<file path="src/rtl/uart_tx_sequencer.sv">
// Byte FIFO that drains into a register-mapped UART: polls the status register
// until the transmitter is idle, then writes the head byte to the data register.
module uart_tx_sequencer #(
    parameter int unsigned DEPTH = 4  // power of two, 2..16
) (
    input  logic                     wb_clk_i,
    input  logic                     rst,
    input  logic                     push,
    input  logic [7:0]               push_data,
    input  logic                     enable,
    input  logic                     clr_ovf,
    output logic                     full,
    output logic                     empty,
    output logic [$clog2(DEPTH):0]   level,
    output logic                     ovf,
    output logic                     sent,
    output logic [2:0]               sp_addr,
    output logic [7:0]               sp_data,
    output logic                     sp_cyc,
    output logic                     sp_we,
    input  logic [7:0]               sp_rdata
);

    localparam int unsigned AW = $clog2(DEPTH);
    localparam logic [2:0] SpReg = 3'd3;

    typedef enum logic [2:0] {
        StIdle,
        StPoll,
        StCheck,
        StWrite,
        StSettle
    } state_e;

    state_e state_q, state_d;

    logic [7:0]  mem [DEPTH];
    logic [AW-1:0] wr_ptr_q, rd_ptr_q;
    logic [AW:0]   count_q;
    logic          ovf_q;
    logic          sent_q;
    logic          sp_cyc_q, sp_cyc_d;
    logic          sp_we_q, sp_we_d;
    logic [2:0]    sp_addr_q, sp_addr_d;
    logic [7:0]    sp_data_q, sp_data_d;

    logic pop, push_ok, push_drop;

    // Only bit 0 of the status register (busy) matters here.
    logic unused_rdata;
    assign unused_rdata = ^sp_rdata[7:1];

    assign full  = (count_q == (AW+1)'(DEPTH));
    assign empty = (count_q == '0);
    assign level = count_q;
    assign ovf   = ovf_q;
    assign sent  = sent_q;
    assign sp_cyc  = sp_cyc_q;
    assign sp_we   = sp_we_q;
    assign sp_addr = sp_addr_q;
    assign sp_data = sp_data_q;

    // A pop in the same cycle frees a slot, so a push into a full FIFO still lands.
    assign pop       = (state_q == StWrite) && !empty;
    assign push_ok   = push && (!full || pop);
    assign push_drop = push && full && !pop;

    always_ff @(posedge wb_clk_i) begin
        if (push_ok) begin
            mem[wr_ptr_q] <= push_data;
        end
    end

    always_ff @(posedge wb_clk_i or posedge rst) begin
        if (rst) begin
            wr_ptr_q <= '0;
            rd_ptr_q <= '0;
            count_q  <= '0;
            ovf_q    <= 1'b0;
        end else begin
            if (push_ok) begin
                wr_ptr_q <= wr_ptr_q + AW'(1);
            end
            if (pop) begin
                rd_ptr_q <= rd_ptr_q + AW'(1);
            end
            case ({push_ok, pop})
                2'b10:   count_q <= count_q + (AW+1)'(1);
                2'b01:   count_q <= count_q - (AW+1)'(1);
                default: count_q <= count_q;
            endcase
            if (push_drop) begin
                ovf_q <= 1'b1;
            end else if (clr_ovf) begin
                ovf_q <= 1'b0;
            end
        end
    end

    always_comb begin
        state_d   = state_q;
        sp_cyc_d  = 1'b0;
        sp_we_d   = 1'b0;
        sp_addr_d = 3'd0;
        sp_data_d = 8'h00;
        unique case (state_q)
            StIdle:   if (enable && !empty) state_d = StPoll;
            StPoll:   state_d = StCheck;
            StCheck:  state_d = sp_rdata[0] ? StPoll : StWrite;
            StWrite:  state_d = StSettle;
            StSettle: state_d = StIdle;
            default:  state_d = StIdle;
        endcase
        // Bus outputs are registered, so decode them from the state being entered.
        unique case (state_d)
            StPoll: begin
                sp_cyc_d  = 1'b1;
                sp_addr_d = SpReg;
            end
            StWrite: begin
                sp_cyc_d  = 1'b1;
                sp_we_d   = 1'b1;
                sp_addr_d = SpReg;
                sp_data_d = mem[rd_ptr_q];
            end
            default: ;
        endcase
    end

    always_ff @(posedge wb_clk_i or posedge rst) begin
        if (rst) begin
            state_q   <= StIdle;
            sent_q    <= 1'b0;
            sp_cyc_q  <= 1'b0;
            sp_we_q   <= 1'b0;
            sp_addr_q <= 3'd0;
            sp_data_q <= 8'h00;
        end else begin
            state_q   <= state_d;
            sent_q    <= (state_q == StWrite);
            sp_cyc_q  <= sp_cyc_d;
            sp_we_q   <= sp_we_d;
            sp_addr_q <= sp_addr_d;
            sp_data_q <= sp_data_d;
        end
    end

endmodule

</file>
<file path="config.mk">
export PLATFORM = sky130hd
export DESIGN_NAME = uart_tx_sequencer
export DESIGN_NICKNAME = d
export VERILOG_FILES = /design/src/rtl/uart_tx_sequencer.sv
export SDC_FILE = /design/constraint.sdc
export NUM_CORES = 1
export LEC_CHECK = 0
export BUFFER_PORTS_ARGS = -buffer_cell sky130_fd_sc_hd__buf_2
export CAP_MARGIN = 20
export CORE_MARGIN = 2
export CORE_UTILIZATION = 54
export CTS_CLUSTER_SIZE = 20
export DETAILED_ROUTE_END_ITERATION = 10
export MAX_ROUTING_LAYER = met4
export PLACE_DENSITY = 0.77
export SKIP_CTS_REPAIR_TIMING = 1
export SLEW_MARGIN = 0
export SYNTH_ARGS = -nofsm -noshare
export SYNTH_HDL_FRONTEND = slang
export SYNTH_SLANG_ARGS = --single-unit
export TNS_END_PERCENT = 10
</file>
<file path="constraint.sdc">
create_clock -name wb_clk_i -period 2.7 [get_ports wb_clk_i]
set_clock_uncertainty 0.2 [all_clocks]
set_input_delay 0.54 -clock wb_clk_i [delete_from_list [all_inputs] [get_ports wb_clk_i]]
set_output_delay 0.54 -clock wb_clk_i [all_outputs]
set_load 0.01 [all_outputs]
</file>
# After elaboration in Yosys (flattened, before gate mapping)
# Memories as Yosys holds them, arrays and structs flattened.
# Index checks and enable logic that the tools add are counted.
# classes
add_sub_neg	4
n_mul	0
div_mod_pow	0
n_lt_le_gt_ge	0
n_eq_ne	8
shift	0
muxes	12
bitwise_logic	0
n_reduce_logical	14
# op_table
cell	n
one-hot mux 3 bit (4 select lines)	1
equality test 3 x 2 -> 1 bit (second input constant)	3
2-to-1 mux 8 bit	1
equality test 3 x 1 -> 1 bit (second input constant)	2
zero test 3 bit	2
2-to-1 mux 1 bit	6
one-hot mux 3 bit (2 select lines)	1
logical AND 1 bit	5
adder 2 x 1 -> 2 bit (second input constant)	2
2-to-1 mux 2 bit	2
nonzero test 2 bit	2
adder 3 x 1 -> 3 bit (second input constant)	1
equality test 3 bit (second input constant)	1
zero test 1 bit	3
2-to-1 mux 3 bit	1
subtractor 3 x 1 -> 3 bit (second input constant)	1
equality test 2 x 1 -> 1 bit (second input constant)	1
equality test 2 bit (second input constant)	1
OR reduction 2 bit	1
logical OR 1 bit	1
# word_totals
ff_bits	25
latch_bits	0
ramBits	32
mem_bits_ro	0
input_bits	21
n_memories	1
# memory_table
name	depth	word_bits	rd	rd_ports_with_merged_regs	write_ports	line_no	text
mem	4	8	1	0	1	37	logic [7:0] mem [DEPTH];

# Longest topological paths before layout
# Gate-level depths: netlist (run 1).
# logic_depth
word_depth	8
mapped_depth	9

# Least setup slack after synthesis (run 1)
# No wires, ideal clock.
# synth_path
path_kind	register to register
startpoint	register count_q[0] (netlist: level[0])
endpoint	register count_q[2] (netlist: level[2])
setup_ns	0.079
arrival_time_ns	1.927
required_time_ns	2.421
path_slack_ns	0.494
path_stages_with_launch	10
path_buffers	0
synth_period_minus_slack_ns	2.206
path_cell_list	dfrtp_1 > nor3b_4 > a21boi_4 > inv_1 > ha_1 > inv_1 > fa_1 > xor2_1 > nor2_1 > xor2_1
# synth_between
elab_cells_between_ends	13
cone_classes	add/sub (2); eq/ne (3); mux (1); reduce/logical (7)
# synth_lines
element	line_no	text
from (decl)	39	logic [AW:0] count_q;
from (signal assigned)	88	2'b10: count_q <= count_q + (AW+1)'(1);
from (signal assigned)	89	2'b01: count_q <= count_q - (AW+1)'(1);
from (signal assigned)	90	default: count_q <= count_q;
equality test 3 bit *	53	assign full = (count_q == (AW+1)'(DEPTH));
named net full	12	output logic full,
zero test 1 bit *	65	assign push_ok = push && (!full || pop);
logical OR 1 bit *	65	
logical AND 1 bit *	65	
equality test 2 x 1 -> 1 bit / equality test 2 bit (equally long branches)	87	case ({push_ok, pop})
one-hot mux 3 bit (2 select lines) / nonzero test 2 bit (equally long branches)	--	
# Mark *: on every way through the listed nets, which the timed path passes. The rest lies on a longest branch.
# A chain may end at the register's enable or synchronous reset.

# Final worst setup path (run 1)
# layout_path
startpoint	register count_q[0] (netlist: level[0])
endpoint	register count_q[2] (netlist: level[2])
# layout_between
elab_chain_cells	7
elab_cells_between_ends	13
cone_classes	add/sub (2); eq/ne (3); mux (1); reduce/logical (7)
# layout_rtl
element	line_no	text
zero test 3 bit	54	assign empty = (count_q == '0);
zero test 1 bit	64	assign pop = (state_q == StWrite) && !empty;
logical AND 1 bit	64	
logical OR 1 bit	65	
logical AND 1 bit	65	
equality test 2 x 1 -> 1 bit / equality test 2 bit (equally long branches)	87	
one-hot mux 3 bit (2 select lines) / nonzero test 2 bit (equally long branches)	--	
# Several ways; a longest one is shown, not always the timed one.

==> results of run 1 <==
-- cell type report --
| type | instances | area share [%] |
|---|---|---|
| sequential | 54 | 62.4 |
| multi-input combinational | 51 | 22.9 |
| timing repair buffer | 32 | 6.62 |
| clock buffer | 5 | 2.84 |
| tap | 48 | 2.48 |
| inverter | 12 | 1.86 |
| clock inverter | 3 | 0.827 |
-- stage by stage --
step	hold slack [ns]	util (%)	cells	setup slack, ns
4_1_cts	0.206	64.7	205	0.419
6_report	0.188	64.7	205	0.448
5_1_grt	0.209	64.7	205	0.310
2_1_floorplan	0.261	-	122	0.494
3_5_place_dp	0.303	62.3	197	0.448
3_3_place_gp	0.280	62.3	197	0.549
-- synth_stat cells --
library cell and number:
edfxtp_1 32, nand3_1 2, buf_4 3, nand3b_1 1
dfrtp_1 22, conb_1 1, inv_1 12, and2_2 4
mux4_2 8, nor2b_1 8, a21boi_4 1, a21oi_1 1
nor3b_4 1, ha_1 5, nand3b_4 1, nor2_1 4
mux2i_1 2, o21ai_0 1, fa_1 1, xnor2_1 3
mux2_4 1, clkbuf_2 1, buf_6 1, or3_4 1
xor2_1 3, nor3_1 2
-- layer usage --
metal | track usage [%] | vias to the layer above | part of all wire (%)
li1 | - | 490 | -
met1 | 19.1 | 507 | 39
met2 | 27.1 | 31 | 55
met3 | 4.05 | 5 | 5.5
met4 | 7.65 | 0 | 1.4
met5 | - | - | 0
-- logic make-up after synthesis --
logic type,synth area share (%)
XOR/XNOR,2.44
flip-flops,70.3
other,0.174
buffers and inverters,3.90
AND/OR/NAND/NOR,8.03
multiplexers,10.0
AO/OA/AOI/OAI,1.34
adder cells (fa/ha/maj),3.84
-- power groups by stage --
stage               Clock [W]  Combinational [W]  Sequential [W]
floorplan                   0           0.000583         0.00125
global placement            0           0.000688         0.00129
detailed placement          0           0.000715         0.00130
CTS                  0.000451           0.000714         0.00129
global route         0.000486           0.000775         0.00132
finish               0.000437           0.000696         0.00128
-- worst max-delay path by stage --
stage / endpoint / slack (ns)
after global routing: level[2]$_DFFE_PP0P_ / 0.31
after detailed placement: level[2]$_DFFE_PP0P_ / 0.45
after floorplan: level[2]$_DFFE_PP0P_ / 0.49
final: level[2]$_DFFE_PP0P_ / 0.45
after global placement: level[2]$_DFFE_PP0P_ / 0.55
after CTS: level[2]$_DFFE_PP0P_ / 0.42
-- sequential cells by signal, indices dropped and copies added (netlist names) --
register  count
level         3
mem          32
ovf           1
rd_ptr_q      2
sent          1
sp_addr       1
sp_data       8
sp_we         1
state_q       3
wr_ptr_q      2
-- worst max-delay path, stage by stage, from the launching register on --
cell	delay [ns]
dfrtp_1	0.46
nor3b_4	0.29
a21boi_4	0.12
inv_1	0.07
ha_1	0.18
inv_1	0.07
fa_1	0.38
xor2_1	0.15
nor2_1	0.11
xor2_1	0.16
-- cells in the final DEF, fill, tap and decap left out --
master      synthesis  layout
xnor2_1             3       3
mux4_2              8       8
nand3b_1            1       1
conb_1              1       1
and2_2              4       4
nand3b_4            1       1
nor3_1              2       2
a21oi_1             1       1
mux2i_1             2       2
inv_1              12      12
a21boi_4            1       1
nand3_1             2       2
nor2_1              4       4
buf_2               0      32
or3_4               1       1
inv_6               0       1
clkinvlp_4          0       1
dfrtp_1            22      22
o21ai_0             1       1
clkinv_1            0       1
clkbuf_8            0       5
nor2b_1             8       8
xor2_1              3       3
edfxtp_1           32      32
nor3b_4             1       1
mux2_4              1       1
ha_1                5       5
fa_1                1       1
==> key figures, run 1 <==
Status
  – Status: finished, final reports clean

CTS
  – Clk sinks: 54
  – Worst-Skew Late Latency: 0.30 ns
  – CTS Root Cell: clkbuf_8
  – Cts bufs inserted: 5
  – CTS H-tree depth: 2
  – Clock tree buffer depth: 2
  – Clk slew on worst S/H paths: 0.10 ns
  – CTS tree: done

Timing
  – Post-route clock period utilization: 83.4%
  – Min Tclk post-route: 2.25 ns
  – Maximum clock frequency: 0.444 GHz
  – Rel. slew slack: 44.0%
  – Pins Over Slew Limit: 0
  – Final Setup Violations: 0
  – RSZ-0062 raised after global routing: no
  – Final setup TNS: 0 ns
  – Fin. Hold Viols: 0
  – Worst Tran Pin Value: 0.839 ns

Pwr
  – Power per Cell Area: 996 nW/um^2
  – Switching share of power: 31.1%
  – Internal cell power: 0.00166 W
  – Seq pwr share: 53.0%
  – Combinational power share: 28.9%
  – Clock network power share: 18.1%
  – Final Total Pwr: 0.00241 W
  – Psw: 0.000749 W
  – Worst vdd ir: 559 uV
  – Leak pwr: 1.06 nW

Detailed routing
  – WL/cell: 14.7 um
  – # DRC: 0
  – First-pass detailed-route iteration total: 4
  – Post-route antenna net violation count: 0
  – WL final: 3.02 mm
  – Via-per-instance ratio: 5.04
  – Routed via count: 1033
  – First DRT Iteration DRCs: 54

Layout
  – Final net count: 183
  – Footprint of the multi-input gates: 556 um^2
  – N_diodes: 0
  – Area delta synth->final: 12.6%
  – Layout cells sized above 1: 35.7%
  – Final Cell Area: 2420 um^2
  – Register Area: 1510 um^2
  – Filler cells: 286

Logic synthesis
  – Syn avg cell area: 17.6 um^2
  – Sequential element share of the synthesized area: 70.3%
  – Warnings from Yosys: 0
  – Cells after Synth: 122
  – Leading area contributor after synthesis: edfxtp_1
  – Synth top area cells: edfxtp_1 45%, dfrtp_1 26%, mux4_2 8.4%
  – Post-synthesis register bit count: 54
  – Net Count, Synth: 149
  – Cell variety after synth: 26
  – Mapped cell area: 2150 um^2
  – Synth top area share: 44.7%

GRT
  – Antenna violations before repair: 0
  – First-pass GRT wire length: 4.91 mm
  – Largest net degree at the start of global routing: 23
  – Total grt overflow: 0
  – Vias in the first global route: 1046
  – Tot GR Track Use: 16.5%

Placement
  – Count of port buffers added during placement: 32
  – Gpl congestion: 0.757
  – Detailed placer's ending HPWL: 2.18 mm
  – Area post-placement: 2330 um^2

Worst setup path
  – Startpoint Class: flip-flop
  – Crit path kind: flip-flop to flip-flop
  – Worst Path Arrival: 2.28 ns
  – Reg-to-reg slack, setup: 0.45 ns
  – FF-to-FF End: level[2]$_DFFE_PP0P_
  – RR Startpoint: level[0]$_DFFE_PP0P_
  – Critical path peak fanout: 7
  – Setup crit start: level[0]$_DFFE_PP0P_
  – Worst Setup End Kind: flip-flop
  – Worst EP required: 2.73 ns
  – Reg2Reg Depth: 9

Run
  – Max Cap Violations: 0

Die
  – Io pins: 41
  – Row cnt: 22
  – Core area: 3740 um^2
  – Die W: 67.1 um
  – Die height: 67.1 um
  – Initial Util: 57.5%
  – Die area: 4500 um^2

Worst hold path
  – Hold Path Class: input pin to async pin
(Power assumes the default switching activity.)
==> run 2, diff against run 1 <==
--- a/config.mk
+++ b/config.mk
@@ -5,14 +5,15 @@
 export SDC_FILE = /design/constraint.sdc
 export NUM_CORES = 1
 export LEC_CHECK = 0
+export ABC_AREA = 1
 export BUFFER_PORTS_ARGS = -buffer_cell sky130_fd_sc_hd__buf_2
 export CAP_MARGIN = 20
 export CORE_MARGIN = 2
-export CORE_UTILIZATION = 54
+export CORE_UTILIZATION = 49
 export CTS_CLUSTER_SIZE = 20
 export DETAILED_ROUTE_END_ITERATION = 10
 export MAX_ROUTING_LAYER = met4
-export PLACE_DENSITY = 0.77
+export PLACE_DENSITY = 0.73
 export SKIP_CTS_REPAIR_TIMING = 1
 export SLEW_MARGIN = 0
 export SYNTH_ARGS = -nofsm -noshare
==> constraint.sdc (replaced) <==
create_clock -name wb_clk_i -period 1.9 [get_ports wb_clk_i]
set_clock_uncertainty 0.2 [all_clocks]
set_input_delay 0.38 -clock wb_clk_i [delete_from_list [all_inputs] [get_ports wb_clk_i]]
set_output_delay 0.38 -clock wb_clk_i [all_outputs]
set_load 0.01 [all_outputs]
==> key figures, run 2 <==
Status
  – Status: complete, but fails checks
  – Failing checks: setup timing

Pwr
  – Worst vdd ir: 649 uV (+16%)
  – Power per Cell Area: 1460 nW/um^2 (+46%)
  – Leak pwr: 1.24 nW (+17%)

Timing
  – Fin. Hold Viols: 0 (unchanged)
  – RSZ-0062 raised after global routing: yes
  – Setup WS post-layout: -0.0162 ns (-0.464 ns)
  – Post-route clock period utilization: 101% (+17 points)
  – Final Setup Violations: 1 (+1)
  – Maximum clock frequency: 0.522 GHz (+18%)
  – Min Tclk post-route: 1.92 ns (-0.336 ns)
  – Worst-case hold slack: 0.0341 ns (-0.154 ns)
  – Pins Over Slew Limit: 0 (unchanged)

Layout
  – Max reg flops: 32 (unchanged)
  – Commonest cells after routing, fill and taps aside: 42 x nand2_1, 32 x buf_2, 32 x edfxtp_1
  – Footprint of the multi-input gates: 597 um^2 (+7.4%)
  – Reg with most FFs: mem
  – Post-Route Utilization: 61.5% (-3.2 points)
  – Commonest non-fill, non-tap cell in the layout: nand2_1
  – Area delta synth->final: 20.4%
  – N_diodes: 0 (unchanged)
  – Layout cells sized above 1: 32.7% (-3.0 points)
  – Register Area: 1520 um^2 (+0.25%)
  – Final net count: 271 (+48%)
  – Filler cells: 328 (+15%)

Detailed routing
  – First DRT Iteration DRCs: 53 (-1.9%)
  – # DRC: 0 (unchanged)
  – Post-route antenna net violation count: 0 (unchanged)
  – Routed via count: 1403 (+36%)
  – WL final: 3.63 mm (+20%)
  – WL/cell: 12.2 um (-17%)
  – First-pass detailed-route iteration total: 4 (unchanged)
  – Via-per-instance ratio: 4.72 (-6.3%)

GRT
  – Largest net degree at the start of global routing: 23 (unchanged)
  – Total grt overflow: 0 (unchanged)
  – Tot GR Track Use: 15.9% (-0.56 points)
  – Antenna violations before repair: 0 (unchanged)
  – First-pass GRT wire length: 5.95 mm (+21%)
  – Vias in the first global route: 1287 (+23%)

Logic synthesis
  – Async set or reset register ratio after synthesis: 40.7% (unchanged)
  – Top cells by instance count after synthesis: 42 x nand2_1, 32 x edfxtp_1, 23 x nor2_1, 22 x dfrtp_1, 16 x inv_1
  – Cell variety after synth: 27 (+3.8%)
  – Post-synthesis register bit count: 54 (unchanged)
  – Synth top area cells: edfxtp_1 43%, dfrtp_1 25%, nand2_1 7.1%
  – Synth top area share: 43.2% (-1.4 points)
  – Sequential element share of the synthesized area: 68.0% (-2.3 points)
  – Cells after Synth: 192 (+57%)
  – Warnings from Yosys: 0 (unchanged)
  – Most numerous cell in the Yosys netlist: nand2_1
  – Syn avg cell area: 11.6 um^2 (-34%)
  – Leading area contributor after synthesis: edfxtp_1
  – Dominant synthesized flop cell: edfxtp_1
  – Mapped cell area: 2220 um^2 (+3.3%)
  – EDFF count, synth: 32 (unchanged)
  – Net Count, Synth: 219 (+47%)

CTS
  – Clk slew on worst S/H paths: 0.09 ns (about the same)
  – CTS tree: done
  – Worst-Skew Late Latency: 0.30 ns (about the same)
  – CTS Root Cell: clkbuf_8
  – Clock tree buffer depth: 2 (unchanged)
  – CTS H-tree depth: 2 (unchanged)
  – Clk sinks: 54 (unchanged)
  – Cts bufs inserted: 5 (unchanged)

Placement
  – Count of port buffers added during placement: 32 (unchanged)
  – Gpl congestion: 0.720 (-4.8%)
  – Detailed placer's ending HPWL: 2.45 mm (+13%)

Worst setup path
  – Setup crit start: state_q[1]$_DFF_PP0_
  – Critical path peak fanout: 3 (-4)
  – CP cell instances: nand2_2 > nor2_4 > nand2_2 > inv_2 > ha_4 > inv_2 > fa_2 > nand2_1 > nand3b_1 > xor2_1
  – Worst Path Arrival: 1.92 ns (-0.36 ns)
  – RR Startpoint: state_q[1]$_DFF_PP0_
  – Worst EP required: 1.90 ns (-0.83 ns)
  – Crit path kind: flip-flop to flip-flop
  – Startpoint Class: flip-flop
  – Worst Setup End Kind: flip-flop
  – Max incr delay on CP: 0.40 ns (-0.06 ns)
  – CP max stage cell: dfrtp_1

Die
  – Die area: 5090 um^2 (+13%)
  – Initial Util: 51.0% (-6.4 points)
  – Die height: 71.3 um (+6.3%)
  – Die W: 71.3 um (+6.3%)
  – Io pins: 41 (unchanged)
  – Row cnt: 24 (+9.1%)
  – Core area: 4350 um^2 (+16%)

Worst hold path
  – Hold Crit Start: sp_rdata[0]
  – Hold Path Class: input pin to flip-flop

Run
  – Max Cap Violations: 0 (unchanged)
==> run 2: changes by cell type in the layout (fill, tap and decap cells not counted), moves of 8 or more <==
| cell | previous run | this run |
|---|---|---|
| nor2b_1 | 8 | 0 |
| mux4_2 | 8 | 0 |
| nand2_1 | 0 | 42 |
| nor2_1 | 4 | 22 |
| a21oi_1 | 1 | 9 |
| buf_4 | 0 | 19 |
==> run 2: final timing paths <==
check / endpoint / slack [ns] / depth (start not counted)
hold / removal: sp_we$_DFF_PP0_ / 0.03 / 2
setup reg to reg: level[2]$_DFFE_PP0P_ / -0.02 / 10
hold reg to reg: sent$_DFF_PP0_ / 0.31 / 1
setup / recovery: level[2]$_DFFE_PP0P_ / -0.02 / 10
max in group asynchronous: state_q[2]$_DFF_PP0_ / 0.81 / 4
min in group asynchronous: sp_data[5]$_DFF_PP0_ / 0.45 / 4
==> run 2: per-layer routing <==
layer	track usage (%)	up-vias	wire [um]
met4	8.39	0	55
li1	-	720	-
met5	-	-	0
met3	2.53	5	87
met2	25.6	23	1890
met1	19.4	655	1600
==> run 2: logic make-up (layout without fill, tap and decap cells) <==
| logic type | Yosys count | count (layout) | share of synthesized area [%] |
|---|---|---|---|
| compound gates | 21 | 21 | 4.84 |
| xor+xnor | 3 | 3 | 1.18 |
| other cells | 1 | 1 | 0.169 |
| buf+inv | 27 | 80 | 6.81 |
| simple gates | 80 | 80 | 15.3 |
| fa+ha+maj | 6 | 6 | 3.72 |
| flops | 54 | 54 | 68.0 |
==> run 2: final cells by class <==
type	count	share of cell area, %
repair buffers	52	11.7
clock buffers	5	2.57
well taps	52	2.43
inverters	20	2.90
clock inverters	3	1.50
multi-input cells	111	22.3
flip-flops and latches	54	56.6
==> run 2: report_power, final <==
group,switching (W),internal (W)
Sequential,0.000175,0.00156
Clock,0.000353,0.000388
Combinational,0.000828,0.000601
==> run 2: critical path, delay by kind of cell, from the launching register on <==
kind | cells | cell delay [ns]
buffers and inverters | 2 | 0.12
XOR/XNOR | 1 | 0.17
flip-flops | 1 | 0.40
adder cells (fa/ha/maj) | 2 | 0.47
AND/OR/NAND/NOR | 5 | 0.44
==> run 2: stage by stage <==
step                      power (W)  cell area (um^2)   TNS [ns]  std cells  setup WS (ns)
after floorplan             0.00270              2240  -0.000456        192      -0.000456
after global placement      0.00307              2520          0        286        0.00557
after detailed placement    0.00313              2520    -0.0792        286        -0.0692
after CTS                   0.00386              2630     -0.104        294        -0.0778
after global routing        0.00418              2680     -0.118        297         -0.118
final                       0.00390              2680    -0.0162        297        -0.0162
==> run 3, diff against run 2 <==
--- a/config.mk
+++ b/config.mk
@@ -14,6 +14,7 @@
 export DETAILED_ROUTE_END_ITERATION = 10
 export MAX_ROUTING_LAYER = met4
 export PLACE_DENSITY = 0.73
+export RECOVER_POWER = 100
 export SKIP_CTS_REPAIR_TIMING = 1
 export SLEW_MARGIN = 0
 export SYNTH_ARGS = -nofsm -noshare
==> key figures, run 3 (synthesis results as in run 2) <==
CTS
  – CTS Root Cell: clkbuf_8
  – Cts bufs inserted: 5 (unchanged)
  – CTS tree: done
  – Clk slew on worst S/H paths: 0.09 ns (about the same)
  – Clk sinks: 54 (unchanged)
  – Worst-Skew Late Latency: 0.30 ns (about the same)
  – Clock tree buffer depth: 2 (unchanged)
  – CTS H-tree depth: 2 (unchanged)

Timing
  – Final Setup Violations: 1 (unchanged)
  – RSZ-0062 raised after global routing: yes
  – Worst Tran Pin Value: 0.563 ns
  – Post-route clock period utilization: 101% (+0.24 points)
  – Setup WS post-layout: -0.0209 ns (-0.00463 ns)
  – Maximum clock frequency: 0.521 GHz (-0.24%)
  – Fin. Hold Viols: 0 (unchanged)
  – Rel. slew slack: 62.5%
  – Worst-case hold slack: 0.0348 ns (+0.000665 ns)
  – Pins Over Slew Limit: 0 (unchanged)
  – Min Tclk post-route: 1.92 ns (+0.00463 ns)

GRT
  – Tot GR Track Use: 15.9% (unchanged)
  – Total grt overflow: 0 (unchanged)
  – Largest net degree at the start of global routing: 23 (unchanged)
  – Antenna violations before repair: 0 (unchanged)
  – Vias in the first global route: 1287 (unchanged)
  – First-pass GRT wire length: 5.95 mm (unchanged)

Pwr
  – Leak pwr: 1.21 nW (-1.9%)
  – Worst vdd ir: 648 uV (-0.14%)
  – Final Total Pwr: 0.00390 W (-0.15%)
  – Power per Cell Area: 1460 nW/um^2 (+0.32%)

Status
  – Status: complete, but fails checks
  – Failing checks: setup timing

Detailed routing
  – First-pass detailed-route iteration total: 4 (unchanged)
  – # DRC: 0 (unchanged)
  – First DRT Iteration DRCs: 39 (-26%)
  – Post-route antenna net violation count: 0 (unchanged)
  – Via-per-instance ratio: 4.73 (+0.14%)
  – WL/cell: 12.2 um (-0.14%)
  – Routed via count: 1405 (+0.14%)
  – WL final: 3.63 mm (-0.14%)

Layout
  – Filler cells: 331 (+0.91%)
  – Final net count: 271 (unchanged)
  – Final Cell Area: 2660 um^2 (-0.47%)
  – Post-Route Utilization: 61.2% (-0.29 points)
  – Area delta synth->final: 19.9%
  – Max reg flops: 32 (unchanged)
  – Layout cells sized above 1: 29.4% (-3.3 points)
  – Commonest cells after routing, fill and taps aside: 42 x nand2_1, 32 x edfxtp_1, 24 x buf_2
  – Commonest non-fill, non-tap cell in the layout: nand2_1
  – Reg with most FFs: mem
  – N_diodes: 0 (unchanged)

Worst setup path
  – Worst EP required: 1.90 ns (about the same)
  – Worst Path Arrival: 1.92 ns (about the same)
  – Reg-to-reg slack, setup: -0.02 ns (about the same)
  – CP Depth: 10 (unchanged)
  – Max incr delay on CP: 0.40 ns (about the same)
  – Crit path kind: flip-flop to flip-flop
  – Bufs and invs on worst path: 2 (unchanged)
  – FF-to-FF End: level[2]$_DFFE_PP0P_
  – Worst Setup End Kind: flip-flop
  – CP max stage cell: dfrtp_1
  – Reg2Reg Depth: 10 (unchanged)
  – Critical path peak fanout: 3 (unchanged)
  – Critical path's top delay family: adder cells
  – Startpoint Class: flip-flop
  – CP cell instances: nand2_2 > nor2_4 > nand2_2 > inv_2 > ha_4 > inv_2 > fa_2 > nand2_1 > nand3b_1 > xor2_1
  – RR Startpoint: state_q[1]$_DFF_PP0_

Worst hold path
  – Hold EP: sp_we$_DFF_PP0_
  – Hold Crit Start: sp_rdata[0]
  – Worst Hold Depth: 2 (unchanged)
  – Hold Path Class: input pin to flip-flop

Run
  – Max Cap Violations: 0 (unchanged)

Die
  – Die area: 5090 um^2 (unchanged)
  – Io pins: 41 (unchanged)
  – Row cnt: 24 (unchanged)
  – Die height: 71.3 um (unchanged)
  – Die W: 71.3 um (unchanged)
  – Initial Util: 51.0% (unchanged)
  – Core area: 4350 um^2 (unchanged)

Placement
  – Detailed placer's ending HPWL: 2.45 mm (unchanged)
  – Count of port buffers added during placement: 32 (unchanged)
  – Gpl congestion: 0.720 (unchanged)
  – Area post-placement: 2520 um^2 (unchanged)
## run 3: cell count changes in the layout (fill, tap and decap cells not counted)
| cell | delta |
|---|---|
| clkbuf_2 | +1 |
| buf_2 | -8 |
| buf_4 | -2 |
| clkbuf_4 | +1 |
| clkbuf_1 | +8 |
## run 3: area by class of cell
type                    instances  area (um^2)  share of cell area, %
repair buffers                 52          300                   11.3
flip-flops and latches         54         1520                   56.9
multi-input cells             111          597                   22.4
clock inverters                 3         40.0                   1.50
inverters                      20         77.6                   2.91
clock buffers                   5         68.8                   2.58
well taps                      52         65.1                   2.44
## run 3: power breakdown
part	internal (W)	total, W	switching [W]
sequential	0.00156	0.00173	0.000174
clock	0.000388	0.000739	0.000352
combinational	0.000597	0.00142	0.000828
total	0.00254	0.00390	0.00135
## run 3: routing by layer
layer | up-vias | global-route usage [%] | wire length, um | part of all wire, %
li1 | 720 | - | - | -
met1 | 653 | 19.4 | 1550 | 43
met2 | 27 | 25.6 | 1900 | 52
met3 | 5 | 2.53 | 122 | 3.4
met4 | 0 | 8.39 | 55 | 1.5
met5 | - | - | 0 | 0
## run 3: how the worst max path moves through the flow
stage | startpoint | endpoint
floorplan | level[1]$_DFFE_PP0P_ | level[2]$_DFFE_PP0P_
global placement | state_q[2]$_DFF_PP0_ | level[2]$_DFFE_PP0P_
detailed placement | state_q[2]$_DFF_PP0_ | level[2]$_DFFE_PP0P_
CTS | state_q[2]$_DFF_PP0_ | level[2]$_DFFE_PP0P_
global route | state_q[0]$_DFF_PP0_ | level[2]$_DFFE_PP0P_
finish | state_q[1]$_DFF_PP0_ | level[2]$_DFFE_PP0P_
## run 3: through the flow
stage,TNS (ns),setup WS [ns],instances
detailed placement,-0.0792,-0.0692,286
floorplan,-0.000456,-0.000456,192
global placement,0,0.00557,286
CTS,-0.104,-0.0778,294
finish,-0.0209,-0.0209,297
global route,-0.118,-0.118,297
